$ cat src/rtl/aes_avalon_regs.sv
// Avalon-MM register file and START/DONE handshake in front of the AES decryption core.
// Define AES_IRQ_EN to add the registered IRQ output (mirrors STATUS.DONE).
module aes_avalon_regs #(
  parameter int unsigned DATA_W = 32,
  parameter int unsigned ADDR_W = 4
) (
  input  logic                CLK,
  input  logic                RESET_N,
  input  logic                AVL_CS,
  input  logic                AVL_READ,
  input  logic                AVL_WRITE,
  input  logic [ADDR_W-1:0]   AVL_ADDR,
  input  logic [DATA_W/8-1:0] AVL_BYTE_EN,
  input  logic [DATA_W-1:0]   AVL_WRITEDATA,
  output logic [DATA_W-1:0]   AVL_READDATA,
  output logic                AES_START,
  input  logic                AES_DONE,
  output logic [127:0]        AES_KEY,
  output logic [127:0]        AES_MSG_ENC,
  input  logic [127:0]        AES_MSG_DEC,
  output logic [31:0]         EXPORT_DATA
`ifdef AES_IRQ_EN
  ,
  output logic                IRQ
`endif
);

  typedef enum logic [1:0] {StIdle, StRun, StCapture, StRelease} state_e;

  state_e state_q, state_d;

  logic [DATA_W-1:0] key_q [4];
  logic [DATA_W-1:0] enc_q [4];
  logic [DATA_W-1:0] dec_q [4];
  logic [DATA_W-1:0] cnt_q, cnt_d;
  logic [DATA_W-1:0] rdata_q, rdata_d;
  logic              done_q, done_d;

  logic wr_en, rd_en, busy, capture, start_req, w1c_done, data_wr;

  assign wr_en    = AVL_CS & AVL_WRITE;
  assign rd_en    = AVL_CS & AVL_READ;
  assign busy     = (state_q != StIdle);
  assign start_req = wr_en && (AVL_ADDR == ADDR_W'(14)) && AVL_BYTE_EN[0] && AVL_WRITEDATA[0];
  assign w1c_done  = wr_en && (AVL_ADDR == ADDR_W'(15)) && AVL_BYTE_EN[0] && AVL_WRITEDATA[0];
  // Key/ciphertext writes are dropped while busy so the core sees stable operands.
  assign data_wr   = wr_en && !busy && (AVL_ADDR[3] == 1'b0);

  function automatic logic [DATA_W-1:0] merge_bytes(input logic [DATA_W-1:0]   old_val,
                                                    input logic [DATA_W-1:0]   wdata,
                                                    input logic [DATA_W/8-1:0] be);
    logic [DATA_W-1:0] res;
    res = old_val;
    for (int b = 0; b < DATA_W / 8; b++) begin
      if (be[b]) res[8*b +: 8] = wdata[8*b +: 8];
    end
    return res;
  endfunction

  always_comb begin
    state_d   = state_q;
    cnt_d     = cnt_q;
    done_d    = done_q & ~w1c_done;
    capture   = 1'b0;
    AES_START = 1'b0;
    unique case (state_q)
      StIdle: begin
        if (start_req) begin
          done_d  = 1'b0;
          cnt_d   = '0;
          state_d = StRun;
        end
      end
      StRun: begin
        AES_START = 1'b1;
        if (cnt_q != '1) cnt_d = cnt_q + DATA_W'(1);
        if (AES_DONE) state_d = StCapture;
      end
      StCapture: begin
        capture = 1'b1;
        done_d  = 1'b1;
        state_d = StRelease;
      end
      StRelease: begin
        if (!AES_DONE) state_d = StIdle;
      end
      default: state_d = StIdle;
    endcase
  end

  always_comb begin
    rdata_d = '0;
    case (AVL_ADDR[3:2])
      2'b00: rdata_d = key_q[AVL_ADDR[1:0]];
      2'b01: rdata_d = enc_q[AVL_ADDR[1:0]];
      2'b10: rdata_d = dec_q[AVL_ADDR[1:0]];
      default: begin
        if (AVL_ADDR[1:0] == 2'd1) rdata_d = cnt_q;
        else if (AVL_ADDR[1:0] == 2'd3) rdata_d = {{(DATA_W-2){1'b0}}, busy, done_q};
        else rdata_d = '0;
      end
    endcase
  end

  always_ff @(posedge CLK or negedge RESET_N) begin
    if (!RESET_N) begin
      state_q <= StIdle;
      cnt_q   <= '0;
      done_q  <= 1'b0;
      rdata_q <= '0;
      for (int i = 0; i < 4; i++) begin
        key_q[i] <= '0;
        enc_q[i] <= '0;
        dec_q[i] <= '0;
      end
    end else begin
      state_q <= state_d;
      cnt_q   <= cnt_d;
      done_q  <= done_d;
      // Mux uses pre-write register values, so read-during-write returns old data.
      if (rd_en) rdata_q <= rdata_d;
      if (data_wr) begin
        if (AVL_ADDR[2] == 1'b0) begin
          key_q[AVL_ADDR[1:0]] <= merge_bytes(key_q[AVL_ADDR[1:0]], AVL_WRITEDATA, AVL_BYTE_EN);
        end else begin
          enc_q[AVL_ADDR[1:0]] <= merge_bytes(enc_q[AVL_ADDR[1:0]], AVL_WRITEDATA, AVL_BYTE_EN);
        end
      end
      if (capture) begin
        for (int i = 0; i < 4; i++) begin
          dec_q[i] <= AES_MSG_DEC[127-32*i -: 32];
        end
      end
    end
  end

`ifdef AES_IRQ_EN
  logic irq_q;
  always_ff @(posedge CLK or negedge RESET_N) begin
    if (!RESET_N) irq_q <= 1'b0;
    else          irq_q <= done_d;
  end
  assign IRQ = irq_q;
`endif

  assign AVL_READDATA = rdata_q;
  assign AES_KEY      = {key_q[0], key_q[1], key_q[2], key_q[3]};
  assign AES_MSG_ENC  = {enc_q[0], enc_q[1], enc_q[2], enc_q[3]};
  assign EXPORT_DATA  = {key_q[0][31:16], key_q[3][15:0]};

endmodule

$ cat config.mk
export PLATFORM = sky130hd
export DESIGN_NAME = aes_avalon_regs
export DESIGN_NICKNAME = d
export VERILOG_FILES = /design/src/rtl/aes_avalon_regs.sv
export SDC_FILE = /design/constraint.sdc
export NUM_CORES = 1
export LEC_CHECK = 0
export CORE_ASPECT_RATIO = 0.5
export CORE_UTILIZATION = 35
export DETAILED_ROUTE_END_ITERATION = 7
export GPL_ROUTABILITY_DRIVEN = 0
export HOLD_SLACK_MARGIN = 0.15
export PLACE_DENSITY = 0.61
export SLEW_MARGIN = 10
export SYNTH_ARGS = -nofsm -noshare
export SYNTH_HDL_FRONTEND = slang
export SYNTH_SLANG_ARGS = --single-unit
$ cat constraint.sdc
create_clock -name CLK -period 6.8 [get_ports CLK]
set_input_delay 0.68 -clock CLK [delete_from_list [all_inputs] [get_ports CLK]]
set_output_delay 0.68 -clock CLK [all_outputs]
set_load 0.01 [all_outputs]
==> flow_metrics.env, run 1 <==
export IMPL_area_delta_synth_final_pct=32.5
export IMPL_pwr_share_comb_pct=37.8
export IMPL_maxClockFrequency_mhz=264
export IMPL_synth_seq_cells=451
export IMPL_detailedPlace_worstSlack_ps=3080
export IMPL_ios=495
export IMPL_final_layout_size_suffix_gt1_share_pct=15.4
export IMPL_cts_inserted_buffers=45
export IMPL_critPathSlowestCell="sky130_fd_sc_hd__nor3_4"
export IMPL_synth_top_cells_by_area="sky130_fd_sc_hd__dfrtp_1 54%, sky130_fd_sc_hd__mux4_2 10%, sky130_fd_sc_hd__mux2_2 6.9%"
export IMPL_seq_area_mm2=0.0113
export IMPL_timing_hold_violations_final=0
export IMPL_max_slew_margin_pct=21.4
export IMPL_cts_hold_buf=0
export IMPL_synth_async_reset_ratio_pct=100
export IMPL_peakVddDrop_uv=183
export IMPL_cp_common_cell="sky130_fd_sc_hd__inv_1"
export IMPL_timing_reg2reg_setup_slack_ps=3010
export IMPL_wl_um=73200
export IMPL_yosys_cell_count_top_type="sky130_fd_sc_hd__dfrtp_1"
export IMPL_fillCellCount=5399
export IMPL_rsz0062_at_grt="false"
export IMPL_insertion_delay_ps=570
export IMPL_endpoint_kind="register"
export IMPL_cell_type_group_with_the_largest_total_delay_on_the_critical_path="simple AND/OR/NAND/NOR gates"
export IMPL_regToRegEndpoint="cnt_q[13]"
export IMPL_dieArea_mm2=0.0613
export IMPL_post_route_util_pct=47.1
export IMPL_dieWidth_um=349
export IMPL_drt_drc_violations_left=0
export IMPL_syn_avg_cell_area_um2=11.5
export IMPL_post_route_min_period_ps=3790
export IMPL_timing_critical_path_cells="inv_1, ha_1, inv_1, or4_1, nor3_4, nor2_1, a31oi_1"
export IMPL_crit_path_start_kind="register"
export IMPL_synth_edf_count=0
export IMPL_port_buffer_count=494
export IMPL_critical_path_reg2reg_startpoint="state_q[1]"
export IMPL_synth_area_leader_cell="sky130_fd_sc_hd__dfrtp_1"
export IMPL_outcome="completed"
export IMPL_yosysWarnings=0
export IMPL_post_dp_hpwl_um=51000
export IMPL_grt_first_pass_wirelength_um=109000
export IMPL_tritoncts="done"
export IMPL_grt_antenna_before_repair=9
export IMPL_cp_max_fo=27
export IMPL_setup_viol=0
export IMPL_die_h_um=176
export IMPL_num_rows=63
export IMPL_clkSinkCount=451
export IMPL_slew_at_the_pin_closest_to_its_max_slew_limit_ps=1170
export IMPL_p_leak_nw=11.5
export IMPL_grt_start_max_net_pins=144
export IMPL_netsw_mw=3.69
export IMPL_cts_max_path_buffers=3
export IMPL_synth_sequential_area_ratio_pct=53.5
export IMPL_busiest_layer="met2"
export IMPL_synth_cell_types=58
export IMPL_multi_input_comb_area_mm2=0.00899
export IMPL_syn_nets=2007
export IMPL_drtAntennaViolNets=0
export IMPL_post_drt_wl_per_cell_um=23.9
export IMPL_drtPass1Iterations=5
export IMPL_synth_cells=1828
export IMPL_netlist_area_leader_share_pct=53.5
export IMPL_globalRouteMet2Util_pct=38.0
export IMPL_first_global_vias=16261
export IMPL_clockRootBuffer="sky130_fd_sc_hd__clkbuf_16"
export IMPL_clk_pin_slew_worst_paths_ps=70
export IMPL_floorplan_initialDensity_pct=35.5
export IMPL_power_share_sequential_pct=39.1
export IMPL_worst_slack_ps=3010
export IMPL_number_of_slew_limit_violations_in_the_final_report=0
export IMPL_tns_ps=0
export IMPL_final_period_utilization_pct=55.7
export IMPL_worstHoldPathType="in2async"
export IMPL_worst_endpoint_required_ps=7280
export IMPL_pwr_density_cell_mw_per_mm2=397
export IMPL_path_buf_inv=2
export IMPL_synthesis_area_mm2=0.0211
export IMPL_globalRouteOverflowTotal=0
export IMPL_cts_resized=0
export IMPL_grt_util_all_layers_pct=23.8
export IMPL_timing_critical_path_arrival_ps=4270
export IMPL_grtUsageMet1_pct=32.0
export IMPL_p_int_mw=7.39
export IMPL_floorplan_core_area_mm2=0.0594
export IMPL_clock_network_fraction_of_total_power_pct=23.0
export IMPL_worstSetupPathType="reg2reg"
export IMPL_power_switching_fraction_pct=33.3
export IMPL_cell_types_with_the_highest_counts_after_synthesis="451 x sky130_fd_sc_hd__dfrtp_1, 239 x sky130_fd_sc_hd__nand2_1, 146 x sky130_fd_sc_hd__nor2_1, 136 x sky130_fd_sc_hd__o21ai_0, 135 x sky130_fd_sc_hd__a21oi_1"
export IMPL_fin_worst_skew_ps=14.0
export IMPL_worst_path_largest_cell_delay_ps=880
export IMPL_cts_setup_buffers=0
export IMPL_cts_htree_levels=2
export IMPL_global_route_usage_met3_pct=4.45
export IMPL_r2r_cells=7
export IMPL_ys_flop_type="sky130_fd_sc_hd__dfrtp_1"
export IMPL_avgViaCountPerCell=5.32
export IMPL_max_cap_violations=0
export IMPL_vias=16322
export IMPL_nets=2400
export IMPL_detail_route_iter0_violations=1482
==> cells in the final DEF, fill, tap and decap left out, types with 5 or more instances in the layout <==
cell and count:
sky130_fd_sc_hd__clkbuf_16 45, sky130_fd_sc_hd__nand2b_1 6, sky130_fd_sc_hd__dfrtp_1 451, sky130_fd_sc_hd__a31oi_1 7, sky130_fd_sc_hd__nor4_1 7, sky130_fd_sc_hd__nor3_1 7
sky130_fd_sc_hd__o31ai_1 59, sky130_fd_sc_hd__nand4_1 15, sky130_fd_sc_hd__diode_2 7, sky130_fd_sc_hd__buf_4 22, sky130_fd_sc_hd__mux2_2 130, sky130_fd_sc_hd__nor2_1 144
sky130_fd_sc_hd__a21oi_1 135, sky130_fd_sc_hd__clkdlybuf4s50_1 490, sky130_fd_sc_hd__mux4_2 98, sky130_fd_sc_hd__nand3_1 14, sky130_fd_sc_hd__a221oi_1 29, sky130_fd_sc_hd__mux2i_1 66
sky130_fd_sc_hd__o21ai_1 12, sky130_fd_sc_hd__clkinv_2 9, sky130_fd_sc_hd__and3_1 30, sky130_fd_sc_hd__nand2_1 237, sky130_fd_sc_hd__o21ai_0 136, sky130_fd_sc_hd__inv_1 8
sky130_fd_sc_hd__clkbuf_8 11, sky130_fd_sc_hd__clkbuf_1 5
==> area by class of cell <==
type	count	area share, %
Multi-Input combinational cell	1196	32.2
Clock inverter	14	0.546
Inverter	10	0.134
Tap cell	812	3.64
Antenna cell	7	0.0627
Sequential cell	451	40.4
Timing Repair Buffer	517	18.4
Clock buffer	61	4.64
==> routing by layer <==
metal / routed length [um] / share of wire, %
met3: 4140 / 5.7
met1: 30800 / 42
met4: 2770 / 3.8
met5: 13 / 0.018
met2: 35400 / 48
==> worst max path at each step <==
stage | startpoint | endpoint | slack, ps | cells after the start
after floorplan | AVL_ADDR[0] | AVL_READDATA[18] | 4350 | 6
after global placement | AVL_BYTE_EN[0] | cnt_q[26] | 3130 | 7
after detailed placement | state_q[1] | cnt_q[13] | 3080 | 7
after CTS | state_q[1] | cnt_q[13] | 3040 | 7
after global routing | state_q[1] | cnt_q[15] | 2750 | 7
final | state_q[1] | cnt_q[13] | 3010 | 7
==> state kept, by name (all words and copies together), names as in the netlist <==
| name | count |
|---|---|
| AES_KEY | 128 |
| AES_MSG_ENC | 128 |
| AVL_READDATA | 32 |
| cnt_q | 32 |
| dec_q | 128 |
| done_q | 1 |
| state_q | 2 |
==> metrics by stage <==
| step | hold WS [ps] | cells | cell area, um2 | total power [mW] |
|---|---|---|---|---|
| finish | 134 | 3068 | 27900 | 11.1 |
| global placement | 461 | 2986 | 26500 | 8.50 |
| floorplan | 384 | 1828 | 21100 | 6.48 |
| global route | 216 | 3068 | 27900 | 11.7 |
| CTS | 167 | 3061 | 27900 | 11.2 |
| detailed placement | 465 | 2986 | 26500 | 8.59 |
==> power by group through the flow <==
stage	Clock (mW)	Sequential, mW	Combinational [mW]
final	2.55	4.34	4.20
after detailed placement	0	4.38	4.22
after CTS	2.60	4.34	4.23
after global placement	0	4.34	4.16
after global routing	2.71	4.46	4.50
after floorplan	0	4.40	2.09
==> kinds of logic (layout without fill, tap and decap cells) <==
logic type	Yosys count	after routing	synth area share, %
AOI/OAI and AO/OA	403	403	11.3
muxes	294	294	20.5
DFF	451	451	53.5
other	0	7	0
buffers and inverters	181	602	4.10
adders and majority gates	5	5	0.297
and+or+nand+nor	494	494	10.3
(Power assumes the default switching activity.)
==> inputs of run 2 (changes only) <==
Settings changed: PLACE_DENSITY 0.61 to 0.64.
Clock period 6.8 ns to 3 ns, I/O delays scaled along.
==> flow_metrics.env, run 2 (synthesis results as in run 1) <==
export IMPL_post_dp_hpwl_um=53300
export IMPL_ios=495
export IMPL_setup_viol=0
export IMPL_post_layout_nonfiller_instances=3119
export IMPL_dpl_cell_count=3025
export IMPL_post_route_min_period_ps=2560
export IMPL_area_delta_synth_final_pct=34.8
export IMPL_max_slew_margin_pct=44.0
export IMPL_design_power_total_mw=25.1
export IMPL_grt_util_all_layers_pct=23.7
export IMPL_cp_max_fo=9
export IMPL_layout_cells_most_common_list="490 x sky130_fd_sc_hd__clkdlybuf4s50_1, 451 x sky130_fd_sc_hd__dfrtp_1, 237 x sky130_fd_sc_hd__nand2_1"
export IMPL_most_common_cell_after_layout_fill_and_taps_aside="sky130_fd_sc_hd__clkdlybuf4s50_1"
export IMPL_drt_drc_violations_left=0
export IMPL_insertion_delay_ps=570
export IMPL_cts_htree_levels=2
export IMPL_dieWidth_um=349
export IMPL_timing_hold_violations_final=0
export IMPL_path_buf_inv=0
export IMPL_cts_inserted_buffers=44
export IMPL_timing_critical_path_arrival_ps=2970
export IMPL_fin_worst_skew_ps=24.2
export IMPL_drtAntennaViolNets=0
export IMPL_grt_first_pass_wirelength_um=109000
export IMPL_port_buffer_count=494
export IMPL_vias=16656
export IMPL_post_drt_wl_per_cell_um=23.6
export IMPL_detail_route_iter0_violations=1381
export IMPL_cts_max_path_buffers=3
export IMPL_maxClockFrequency_mhz=391
export IMPL_crit_path_start_kind="register"
export IMPL_max_cap_violations=0
export IMPL_die_h_um=176
export IMPL_timing_critical_path_cells="ha_1, nand3_2, or3_1, or3_1, nand2_4, o41ai_1"
export IMPL_globalRouteOverflowTotal=0
export IMPL_slew_at_the_pin_closest_to_its_max_slew_limit_ps=833
export IMPL_wl_um=73500
export IMPL_peakVddDrop_uv=466
export IMPL_dieArea_mm2=0.0613
export IMPL_worst_endpoint_required_ps=3420
export IMPL_cp_common_cell="sky130_fd_sc_hd__or3_1"
export IMPL_pwr_density_cell_mw_per_mm2=884
export IMPL_grt_start_max_net_pins=92
export IMPL_clk_pin_slew_worst_paths_ps=70
export IMPL_tns_ps=0
export IMPL_final_layout_size_suffix_gt1_share_pct=16.9
export IMPL_num_rows=63
export IMPL_first_global_vias=16543
export IMPL_floorplan_initialDensity_pct=35.5
export IMPL_critPathSlowestCell="sky130_fd_sc_hd__or3_1"
export IMPL_cell_type_group_with_the_largest_total_delay_on_the_critical_path="simple AND/OR/NAND/NOR gates"
export IMPL_p_leak_nw=11.7
export IMPL_nets=2439
export IMPL_outcome="completed"
export IMPL_number_of_slew_limit_violations_in_the_final_report=0
export IMPL_endpoint_kind="register"
export IMPL_tritoncts="done"
export IMPL_final_period_utilization_pct=85.2
export IMPL_grt_antenna_before_repair=13
export IMPL_floorplan_core_area_mm2=0.0594
export IMPL_clkSinkCount=451
export IMPL_cts_resized=0
export IMPL_worstHoldPathType="in2reg"
export IMPL_rsz0062_at_grt="false"
export IMPL_drtPass1Iterations=5
export IMPL_worstSetupPathType="reg2reg"
export IMPL_avgViaCountPerCell=5.34
export IMPL_clockRootBuffer="sky130_fd_sc_hd__clkbuf_16"
export IMPL_worst_path_largest_cell_delay_ps=640
-- run 2: metrics by stage --
stage	hold WS [ps]	setup slack (ps)	cell area, um2	utilization, %
after floorplan	4.41	692	21100	-
after global placement	410	107	26900	45.4
after detailed placement	400	98.9	26900	45.4
after CTS	250	478	28400	47.8
after global routing	308	312	28400	47.9
final	282	444	28400	47.9
-- run 2: timing repair --
action | 4_1_cts | 5_1_grt
hold endpoints to repair | 77 | 0
hold buffers | 1 | 0
setup buffers | 0 | 0
setup endpoints to repair | 0 | 0
-- run 2: path summary, 6_finish.rpt --
check | startpoint | endpoint | slack, ps | cells after the start
min | AVL_ADDR[2] | done_q | 280 | 4
min in group asynchronous | RESET_N | dec_q[84] | 380 | 2
max reg2reg | cnt_q[0] | cnt_q[5] | 440 | 6
max in group asynchronous | RESET_N | AVL_READDATA[3] | 1770 | 3
min reg2reg | AVL_READDATA[22] | AVL_READDATA[22] | 480 | 2
max | cnt_q[0] | cnt_q[5] | 440 | 6
-- run 2: where the power goes --
part / internal (mW) / switching, mW / leakage, nW
logic: 5.36 / 4.23 / 5.20
registers: 8.22 / 1.73 / 5.82
clock network: 3.16 / 2.44 / 0.719
-- run 2: final cells by class --
type | count | area, um2
Clock buffer | 64 | 1290
Inverter | 10 | 37.5
Tap cell | 812 | 1020
Sequential cell | 451 | 11300
Timing Repair Buffer | 557 | 5630
Antenna cell | 12 | 30.0
Clock inverter | 17 | 143
Fill cell | 5396 | 30900
Multi-Input combinational cell | 1196 | 8990
-- run 2: layer usage --
metal	GRT usage, %	wire (um)	up-vias
li1	-	-	7472
met3	4.65	4710	156
met1	31.0	29600	8489
met5	0	7	-
met2	37.9	35600	537
met4	11.5	3620	2
-- run 2: tightest hold or removal path, delay by kind of cell --
family | cells | cell delay (ps)
AOI/OAI and AO/OA | 1 | 80
buffers and inverters | 1 | 180
and+or+nand+nor | 2 | 230
==> inputs of run 3 (changes only) <==
Settings changed: SETUP_SLACK_MARGIN set to 0.1, SLEW_MARGIN 10 to not set.
==> results of run 3 <==
Final layout, timing and power as in run 2 (identical DEF).
